<file path="config.mk">
export PLATFORM = sky130hd
export DESIGN_NAME = fifo_flagged
export DESIGN_NICKNAME = d
export VERILOG_FILES = /design/src/rtl/fifo_flagged.sv
export SDC_FILE = /design/constraint.sdc
export NUM_CORES = 1
export LEC_CHECK = 0
export CAP_MARGIN = 20
export CORE_UTILIZATION = 34
export CTS_CLUSTER_DIAMETER = 200
export CTS_CLUSTER_SIZE = 8
export DETAILED_ROUTE_END_ITERATION = 7
export GPL_ROUTABILITY_DRIVEN = 0
export SYNTH_ARGS = -nofsm -noshare
export SYNTH_HDL_FRONTEND = slang
export SYNTH_SLANG_ARGS = --single-unit
</file>
<file path="constraint.sdc">
create_clock -name clk -period 7 [get_ports clk]
set_input_delay 2.1 -clock clk [delete_from_list [all_inputs] [get_ports clk]]
set_output_delay 2.1 -clock clk [all_outputs]
set_load 0.1 [all_outputs]
</file>
<file path="src/rtl/fifo_flagged.sv">
// Parametrised single-clock FIFO with occupancy count, programmable almost-full/almost-empty
// thresholds, sticky overflow/underflow flags and an optional first-word-fall-through read port.
module fifo_flagged #(
    parameter int DATA_WIDTH = 16,
    parameter int ADDR_WIDTH = 3,
    parameter int AF_THRESH  = 6,
    parameter int AE_THRESH  = 2,
    parameter int FWFT       = 0
) (
    input  logic                  clk,
    input  logic                  reset,
    input  logic                  wr,
    input  logic [DATA_WIDTH-1:0] w_data,
    input  logic                  rd,
    output logic [DATA_WIDTH-1:0] r_data,
    output logic                  empty,
    output logic                  full,
    output logic                  almost_full,
    output logic                  almost_empty,
    output logic [ADDR_WIDTH:0]   count,
    input  logic                  clr_err,
    output logic                  overflow,
    output logic                  underflow
);

    localparam int DEPTH = 2 ** ADDR_WIDTH;
    localparam logic [ADDR_WIDTH:0] DEPTH_C = (ADDR_WIDTH + 1)'(DEPTH);
    localparam logic [ADDR_WIDTH:0] AF_C    = (ADDR_WIDTH + 1)'(AF_THRESH);
    localparam logic [ADDR_WIDTH:0] AE_C    = (ADDR_WIDTH + 1)'(AE_THRESH);

    logic [DATA_WIDTH-1:0] mem_q [DEPTH];
    logic [ADDR_WIDTH-1:0] wr_ptr_q, wr_ptr_d;
    logic [ADDR_WIDTH-1:0] rd_ptr_q, rd_ptr_d;
    logic [ADDR_WIDTH:0]   count_q, count_d;
    logic                  overflow_q, overflow_d;
    logic                  underflow_q, underflow_d;
    logic                  rd_ok, wr_ok;

    // Status flags look only at the registered count, never at the current requests.
    assign count        = count_q;
    assign empty        = (count_q == '0);
    assign full         = (count_q == DEPTH_C);
    assign almost_full  = (count_q >= AF_C);
    assign almost_empty = (count_q <= AE_C);
    assign overflow     = overflow_q;
    assign underflow    = underflow_q;

    always_comb begin
        rd_ok       = rd & ~empty;
        wr_ok       = wr & (~full | rd_ok);
        wr_ptr_d    = wr_ptr_q;
        rd_ptr_d    = rd_ptr_q;
        count_d     = count_q;
        overflow_d  = overflow_q;
        underflow_d = underflow_q;
        if (wr_ok) wr_ptr_d = wr_ptr_q + ADDR_WIDTH'(1);
        if (rd_ok) rd_ptr_d = rd_ptr_q + ADDR_WIDTH'(1);
        if (wr_ok && !rd_ok) count_d = count_q + (ADDR_WIDTH + 1)'(1);
        else if (rd_ok && !wr_ok) count_d = count_q - (ADDR_WIDTH + 1)'(1);
        // A new error in the same cycle beats the clear.
        if (clr_err) begin
            overflow_d  = 1'b0;
            underflow_d = 1'b0;
        end
        if (wr && !wr_ok) overflow_d  = 1'b1;
        if (rd && !rd_ok) underflow_d = 1'b1;
    end

    always_ff @(posedge clk) begin
        if (!reset) begin
            wr_ptr_q    <= '0;
            rd_ptr_q    <= '0;
            count_q     <= '0;
            overflow_q  <= 1'b0;
            underflow_q <= 1'b0;
        end else begin
            wr_ptr_q    <= wr_ptr_d;
            rd_ptr_q    <= rd_ptr_d;
            count_q     <= count_d;
            overflow_q  <= overflow_d;
            underflow_q <= underflow_d;
        end
    end

    // Storage is deliberately not reset; reset only blocks the write.
    always_ff @(posedge clk) begin
        if (reset && wr_ok) mem_q[wr_ptr_q] <= w_data;
    end

    generate
        if (FWFT != 0) begin : g_fwft
            assign r_data = empty ? '0 : mem_q[rd_ptr_q];
        end else begin : g_std
            logic [DATA_WIDTH-1:0] r_data_q, r_data_d;

            always_comb begin
                r_data_d = r_data_q;
                if (rd_ok) r_data_d = mem_q[rd_ptr_q];
            end

            always_ff @(posedge clk) begin
                if (!reset) r_data_q <= '0;
                else        r_data_q <= r_data_d;
            end

            assign r_data = r_data_q;
        end
    endgenerate

endmodule

</file>
==> results of run 1 <==
[layer usage]
metal,wire (um),vias to the layer above,GRT usage (%),part of all wire (%)
li1,-,1405,-,-
met1,5100,1547,17.9,43
met2,5820,80,22.3,49
met3,632,18,4.16,5.4
met4,211,0,5.24,1.8
met5,0,-,0,0
[final cells by class]
| class | count | area (sq um) |
|---|---|---|
| sequential | 156 | 4410 |
| clock inverter | 11 | 95.1 |
| inverter | 4 | 15.0 |
| fill | 1481 | 9580 |
| clock buffer | 21 | 440 |
| tap | 220 | 275 |
| timing repair buffer | 57 | 543 |
| multi-input combinational | 145 | 1470 |
[worst min path at each step]
| stage | start | endpoint | slack [ps] | depth (start not counted) |
|---|---|---|---|---|
| finish | r_data[6] | r_data[6] | 510 | 2 |
| global route | r_data[6] | r_data[6] | 550 | 2 |
| CTS | r_data[6] | r_data[6] | 520 | 2 |
| detailed placement | r_data[6] | r_data[6] | 500 | 2 |
| global placement | r_data[6] | r_data[6] | 500 | 2 |
| floorplan | wr_ptr_q[1] | wr_ptr_q[1] | 510 | 2 |
[per-stage QoR]
stage	total power, mW	std cells	instance area (sq um)
finish	2.93	614	7240
global route	3.05	614	7240
CTS	2.97	614	7240
detailed placement	2.13	582	6710
global placement	2.12	582	6710
floorplan	1.90	320	5920
[flip-flops by register name, summed over array words and instances, names as in the netlist]
signal and count:
count 4, mem_q 128, wr_ptr_q 3, r_data 16, rd_ptr_q 3, underflow 1, overflow 1
[power breakdown]
part | internal (mW) | switching (mW)
registers | 1.08 | 0.0803
clock network | 0.487 | 0.344
logic | 0.313 | 0.634
total | 1.88 | 1.06
[Yosys cell counts, types with 2 or more instances]
library cell,number
edfxtp_1,128
mux4_2,32
dfxtp_1,28
nor2_1,19
o21ai_0,17
o22ai_1,15
nand2_1,9
clkbuf_1,8
buf_2,6
nor2b_1,6
and2_1,5
ha_1,5
a21oi_1,4
mux2i_1,4
nor3_1,4
xnor2_1,4
inv_1,3
nor4_1,3
a211oi_1,2
nand2b_1,2
nand3_1,2
[cells by family (layout without fill, tap and decap cells)]
logic type / after synthesis / count (layout)
flops: 156 / 156
simple gates: 53 / 53
compound gates: 45 / 45
mux: 36 / 36
buf+inv: 19 / 93
fa+ha+maj: 6 / 6
xor+xnor: 5 / 5
[worst min-delay path: cells and delay by family, from the launching register on]
family,cells,cell delay [ps]
flip-flops,1,320
AND/OR/NAND/NOR,1,80
AO/OA/AOI/OAI,1,80
==> impl_metrics.tcl, run 1 <==
set metrics [dict create \
    status "complete, no violations" \
    final_core_utilization_pct 43.1 \
    worst_clock_skew_ps 11.7 \
    drtPass1Iterations 4 \
    worst_setup_path_start_kind "register" \
    crit_path_cell_trace "or4b_4 -> inv_1 -> clkdlybuf4s50_1" \
    critical-path-top-delay-family "buffers and inverters" \
    timing.rr.start "count[0]" \
    syn_area_per_cell_sq_um 18.5 \
    dp.final_hpwl_mm 7.09 \
    via_count_of_the_first_global_routing_pass 3141 \
    die_area_sq_um 18000 \
    cp_num_buf_inv 2 \
    detailroute.via_count 3050 \
    core.rowCount 47 \
    cp_data_arrival_time_ps 2620 \
    worst_setup_path_startpoint "count[0]" \
    antenna_violations_before_repair 0 \
    rr_endpoint "count[3]" \
    hold-worst-slack_ps 514 \
    synth_seq_area_share_pct 74.3 \
    cts-root-buf "clkbuf_16" \
    hold_removal_path_class "reg -> reg" \
    grt_start_max_net_pins 34 \
    post_cts_hold_buffer_count 0 \
    global_route.overflow_total 0 \
    grtUsageTotal_pct 13.9 \
    number_of_hold_violations_in_the_final_report 0 \
    timing_max_transition_violations_final 0 \
    antenna_violating_nets_post_route 0 \
    synth_area_in_compound_gates_pct 4.77 \
    worst_ep_required_time_ps 4900 \
    ys_ff_latch 156 \
    layout.cells.most_common "edfxtp_1" \
    dp_slack_ps 2270 \
    avgViaCountPerCell 4.97 \
    area_growth_pct 22.2 \
    slowest_delay_ps 1120 \
    max_slew_margin_pct 34.5 \
    synth_top_family_by_area "multiplexers" \
    clock_path_buffers 2 \
    synth_async_sr_flop_share_pct 0 \
    leakage_nw 2.33 \
    coreArea_sq_um 16800 \
    yosys-top-cells-area "edfxtp_1, mux4_2, dfxtp_1, o22ai_1, o21ai_0" \
    timing.final.ws_setup_ps 2280 \
    fin_crit_ps 4720 \
    yosys.area.top_type "edfxtp_1" \
    synth-edff-count 128 \
    synthesized_area_fraction_occupied_by_adder_cells_pct 1.39 \
    timing.reg2reg.setup_slack_ps 4130 \
    htreeDepth 4 \
    port-buffer-count 46 \
    cts_repair_resize_count 0 \
    number_of_distinct_standard_cells_referenced_by_the_synthesized_netlist 35 \
    irDropWorstVdd_mv 0.285 \
    yosys.area_share.simple_pct 4.48 \
    synth_mux_area_share_pct 12.8 \
    finalNetCount 408 \
    chipWidth_um 134 \
    worst-r2r-cell-count 10 \
    drt_iter0_drc 231 \
    drcViolationCount 0 \
    timing.setup.tns_ps 0 \
    timing_worst_setup_path_type "reg -> out" \
    max-cap-violations 0 \
    crit_path_end_kind "output port" \
    layout-drive-gt1-share_pct 21.1 \
    power_per_cell_area_nw_per_um2 405 \
    yosys_warnings 0 \
    ys_dominant_reg_cell "edfxtp_1" \
    initial_core_util_pct 35.2 \
    fp.dieH_um 134 \
    avgRoutedWirePerCell_um 19.2 \
    antenna_cells 0 \
    critical_path.endpoint "full" \
    wire_length_of_the_first_global_routing_pass_mm 18.1 \
    cts.repair_timing.setup_buffer_count 0 \
    rsz0062_at_grt "no" \
    drt_wl_total_mm 11.8 \
    cts_num_sinks 156 \
    worstMarginPinSlew_ps 980 \
    achievable-frequency_mhz 212 \
    cp.depth 3 \
    layout.cells.most_common_list "edfxtp_1, clkdlybuf4s50_1, mux4_2" \
    synthesis.instances 320 \
    synthesis.nets 347 \
    final_min_period_over_clock_period_pct 67.4 \
    cp_max_fo 8 \
    yosysTopAreaCellShare_pct 64.9 \
    synth_xor_area_share_pct 0.739 \
    tritoncts "yes" \
    cts-buffers-inserted 17 \
    critical-path-slowest-cell "clkdlybuf4s50_1" \
    io_pins 47 \
    clk_pin_slew_worst_paths_ps 60 \
    setup_viol 0 \
    synth.cell_area_sq_um 5920 \
    worst_skew_pair.late_latency_ps 420 \
]
(Power assumes the default switching activity.)
==> run 2, diff against run 1 <==
- clock period: 7 -> 4.7 ns (I/O delays scaled with it)
==> impl_metrics.tcl, run 2 (synthesis gave the netlist of run 1 again) <==
set metrics [dict create \
    crit_path_end_kind "output port" \
    final_core_utilization_pct 43.3 \
    wire_length_of_the_first_global_routing_pass_mm 18.2 \
    clk_pin_slew_worst_paths_ps 60 \
    layout-drive-gt1-share_pct 22.9 \
    fin_crit_ps 3730 \
    drcViolationCount 0 \
    finalNetCount 411 \
    switchingPower_mw 1.60 \
    coreArea_sq_um 16800 \
    cts_repair_resize_count 0 \
    antenna_violating_nets_post_route 0 \
    total_power_mw 4.40 \
    max_slew_margin_pct 34.2 \
    chipWidth_um 134 \
    status "complete, no violations" \
    register_ranked_first_by_flip_flop_count "mem_q" \
    power_switching_share_pct 36.3 \
    global_route.overflow_total 0 \
    finalNonFillerCells 617 \
    drt_iter0_drc 173 \
    power_per_cell_area_nw_per_um2 604 \
    avgRoutedWirePerCell_um 18.8 \
    cts-buffers-inserted 17 \
    cts.repair_timing.setup_buffer_count 0 \
    combPwrFrac_pct 32.1 \
    critical-path-top-delay-family "buffers and inverters" \
    clock_path_buffers 2 \
    final_min_period_over_clock_period_pct 79.4 \
    grt_start_max_net_pins 34 \
    post_cts_hold_buffer_count 0 \
    dp.final_hpwl_mm 6.68 \
    place_inst 585 \
    share_seq_of_total_power_pct 39.1 \
    core.rowCount 47 \
    irDropWorstVdd_mv 0.462 \
    critical-path-slowest-cell "clkdlybuf4s50_1" \
    cp_data_arrival_time_ps 2320 \
    final.fill_count 1510 \
    number_of_hold_violations_in_the_final_report 0 \
    clock_power_share_pct 28.7 \
    avgViaCountPerCell 4.98 \
    grtUsageTotal_pct 14.2 \
    max-cap-violations 0 \
    largest_reg_flops 128 \
    io_pins 47 \
    hold_removal_path_class "reg -> reg" \
    cts-root-buf "clkbuf_16" \
    timing_max_transition_violations_final 0 \
    antenna_cells 0 \
    cp_num_buf_inv 1 \
    layout.cells.most_common_list "edfxtp_1, clkdlybuf4s50_1, mux4_2" \
    leakage_nw 2.35 \
    htreeDepth 4 \
    fp.dieH_um 134 \
    port-buffer-count 46 \
    cts_num_sinks 156 \
    tritoncts "yes" \
    antenna_violations_before_repair 0 \
    worstMarginPinSlew_ps 983 \
    worst_setup_path_start_kind "register" \
    intPower_mw 2.80 \
    crit_path_cell_trace "nor4_2 -> clkdlybuf4s50_1" \
    drt_wl_total_mm 11.6 \
    fin_area_sq_um 7280 \
    worst_clock_skew_ps 9.72 \
    setup_viol 0 \
    via_count_of_the_first_global_routing_pass 3150 \
    area_growth_pct 23.0 \
    initial_core_util_pct 35.2 \
    worst_ep_required_time_ps 3290 \
    rsz0062_at_grt "no" \
    post_dp_cell_area_sq_um 6730 \
    worst_skew_pair.late_latency_ps 420 \
    die_area_sq_um 18000 \
    detailroute.via_count 3070 \
    achievable-frequency_mhz 268 \
    timing.setup.tns_ps 0 \
    cp_max_fo 8 \
    timing_worst_setup_path_type "reg -> out" \
    layout.cells.most_common "edfxtp_1" \
    drtPass1Iterations 4 \
    slowest_delay_ps 1180 \
]
==> run 2: changes by cell type in the layout (fill, tap and decap cells not counted), sizes merged <==
cell / change
clkinv: +1
clkdlybuf4s50: -1
clkinvlp: +2
clkbuf: -3
buf: +4
==> run 2: final timing paths <==
check | startpoint | endpoint | slack, ps | cells past startpoint
hold reg to reg | r_data[10] | r_data[10] | 510 | 2
hold / removal | r_data[10] | r_data[10] | 510 | 2
setup reg to reg | count[0] | count[3] | 1900 | 10
setup / recovery | count[0] | empty | 970 | 2
==> run 2: metrics by stage <==
step	hold WS, ps	setup slack, ps
2_1_floorplan	506	149
3_3_place_gp	511	1010
3_5_place_dp	499	952
4_1_cts	521	927
5_1_grt	529	887
6_report	513	970
==> run 2: area by class of cell <==
type	count	area [sq um]	area share [%]
clock buffers	18	429	5.89
clock inverters	14	123	1.68
inverters	4	15.0	0.206
multi-input cells	145	1470	20.2
flip-flops and latches	156	4410	60.5
well taps	220	275	3.78
repair buffers	60	563	7.73
==> run 2: power groups by stage <==
stage | sequential (mW) | clock, mW | combinational (mW)
floorplan | 2.18 | 0 | 0.659
global placement | 1.76 | 0 | 1.42
detailed placement | 1.76 | 0 | 1.43
CTS | 1.73 | 1.29 | 1.43
global route | 1.74 | 1.36 | 1.49
finish | 1.72 | 1.26 | 1.41
==> run 2: layer usage <==
metal	vias up	GRT usage, %	wire [um]
met5	-	0	0
met4	0	5.87	187
met3	16	3.55	487
met2	66	22.7	5600
met1	1580	18.3	5310
li1	1408	-	-
==> run 2: worst min-delay path: stages (launching register included) <==
cell and delay [ps]:
dfxtp_1 320, o21ai_0 80, nor2_1 80
==> run 3, diff against run 2 <==
- clock period: 4.7 -> 3.75 ns (I/O delays scaled with it)
==> impl_metrics.tcl, run 3 (synthesis gave the netlist of run 1 again) <==
set metrics [dict create \
    status "complete, no violations" \
    htreeDepth 4 \
    global_route.overflow_total 0 \
    achievable-frequency_mhz 330 \
    io_pins 47 \
    final_core_utilization_pct 43.3 \
    register_ranked_first_by_flip_flop_count "mem_q" \
    worst_ep_required_time_ps 4100 \
    avgViaCountPerCell 4.97 \
    grt_start_max_net_pins 34 \
    final.fill_count 1507 \
    avgRoutedWirePerCell_um 19.0 \
    cts_num_sinks 156 \
    antenna_violations_before_repair 0 \
    via_count_of_the_first_global_routing_pass 3194 \
    chipWidth_um 134 \
    irDropWorstVdd_mv 0.538 \
    grtUsageTotal_pct 14.2 \
    tritoncts "yes" \
    fin_crit_ps 3030 \
    cts.repair_timing.setup_buffer_count 0 \
    cp_data_arrival_time_ps 3380 \
    drtPass1Iterations 4 \
    cts_repair_resize_count 0 \
    timing.reg2reg.setup_slack_ps 950 \
    die_area_sq_um 18000 \
    drt_wl_total_mm 11.7 \
    timing_worst_setup_path_type "in -> reg" \
    leakage_nw 2.43 \
    worstMarginPinSlew_ps 912 \
    setup_viol 0 \
    hold_removal_path_class "reg -> reg" \
    coreArea_sq_um 16800 \
    worst_clock_skew_ps 4.72 \
    max-cap-violations 0 \
    layout.cells.most_common "edfxtp_1" \
    clock_path_buffers 2 \
    detailroute.via_count 3071 \
    power_per_cell_area_nw_per_um2 772 \
    post_cts_hold_buffer_count 0 \
    drt_iter0_drc 289 \
    port-buffer-count 46 \
    worst_skew_pair.late_latency_ps 420 \
    layout-drive-gt1-share_pct 29.6 \
    drcViolationCount 0 \
    antenna_cells 0 \
    finalNetCount 412 \
    antenna_violating_nets_post_route 0 \
    cp_max_fo 8 \
    dp.final_hpwl_mm 6.52 \
    number_of_hold_violations_in_the_final_report 0 \
    fp.dieH_um 134 \
    layout.cells.most_common_list "edfxtp_1, buf_4, mux4_2" \
    cts-root-buf "clkbuf_16" \
    worst_setup_path_start_kind "input pin" \
    final_min_period_over_clock_period_pct 80.9 \
    area_growth_pct 23.0 \
    max_slew_margin_pct 39.2 \
    rsz0062_at_grt "no" \
    largest_reg_flops 128 \
    core.rowCount 47 \
    clk_pin_slew_worst_paths_ps 60 \
    crit_path_end_kind "register" \
    cts-buffers-inserted 17 \
    wire_length_of_the_first_global_routing_pass_mm 18.2 \
    total_power_mw 5.63 \
    timing_max_transition_violations_final 0 \
    initial_core_util_pct 35.2 \
]
==> run 3: worst max-delay path, cell delays in order <==
cell and delay (ps):
clkdlybuf4s50_1 510, o21ai_4 350, inv_2 100, ha_1 210, inv_1 130, ha_1 290
a21oi_1 200, a211oi_1 100, a31oi_1 180, mux2i_1 190
==> run 3: cell type report <==
class / count / area (sq um) / area share (%)
multi-input combinational: 145 / 1480 / 20.3
sequential: 156 / 4410 / 60.5
tap: 220 / 275 / 3.78
clock inverter: 6 / 82.6 / 1.13
inverter: 4 / 15.0 / 0.206
clock buffer: 26 / 519 / 7.13
timing repair buffer: 61 / 508 / 6.97
==> run 3: final timing paths <==
path	start	cells after the start	endpoint
worst max register to register	count[3]	10	count[3]
worst max-delay path	rd	10	count[3]
worst min register to register	r_data[6]	2	r_data[6]
worst min-delay path	r_data[6]	2	r_data[6]
==> run 3: report_power, final <==
part	switching [mW]	internal [mW]
Combinational	1.14	0.572
Sequential	0.191	2.01
Clock	0.628	1.08
Total	1.96	3.66
==> run 3: metal layers <==
metal / vias to the layer above / wire, um / GRT usage, %
met4: 0 / 242 / 7.07
met1: 1569 / 5200 / 18.0
met5: - / 0 / 0
met2: 75 / 5720 / 22.7
met3: 18 / 558 / 3.59
li1: 1409 / - / -
==> run 3: stage by stage <==
step | cells | setup slack (ps) | hold WS [ps] | cell area (sq um) | setup TNS, ps
final | 618 | 717 | 516 | 7290 | 0
after global routing | 618 | 522 | 554 | 7290 | 0
after CTS | 618 | 714 | 521 | 7290 | 0
after detailed placement | 586 | 285 | 502 | 6680 | 0
after global placement | 586 | 366 | 507 | 6680 | 0
after floorplan | 320 | -11.5 | 506 | 5940 | -11.5
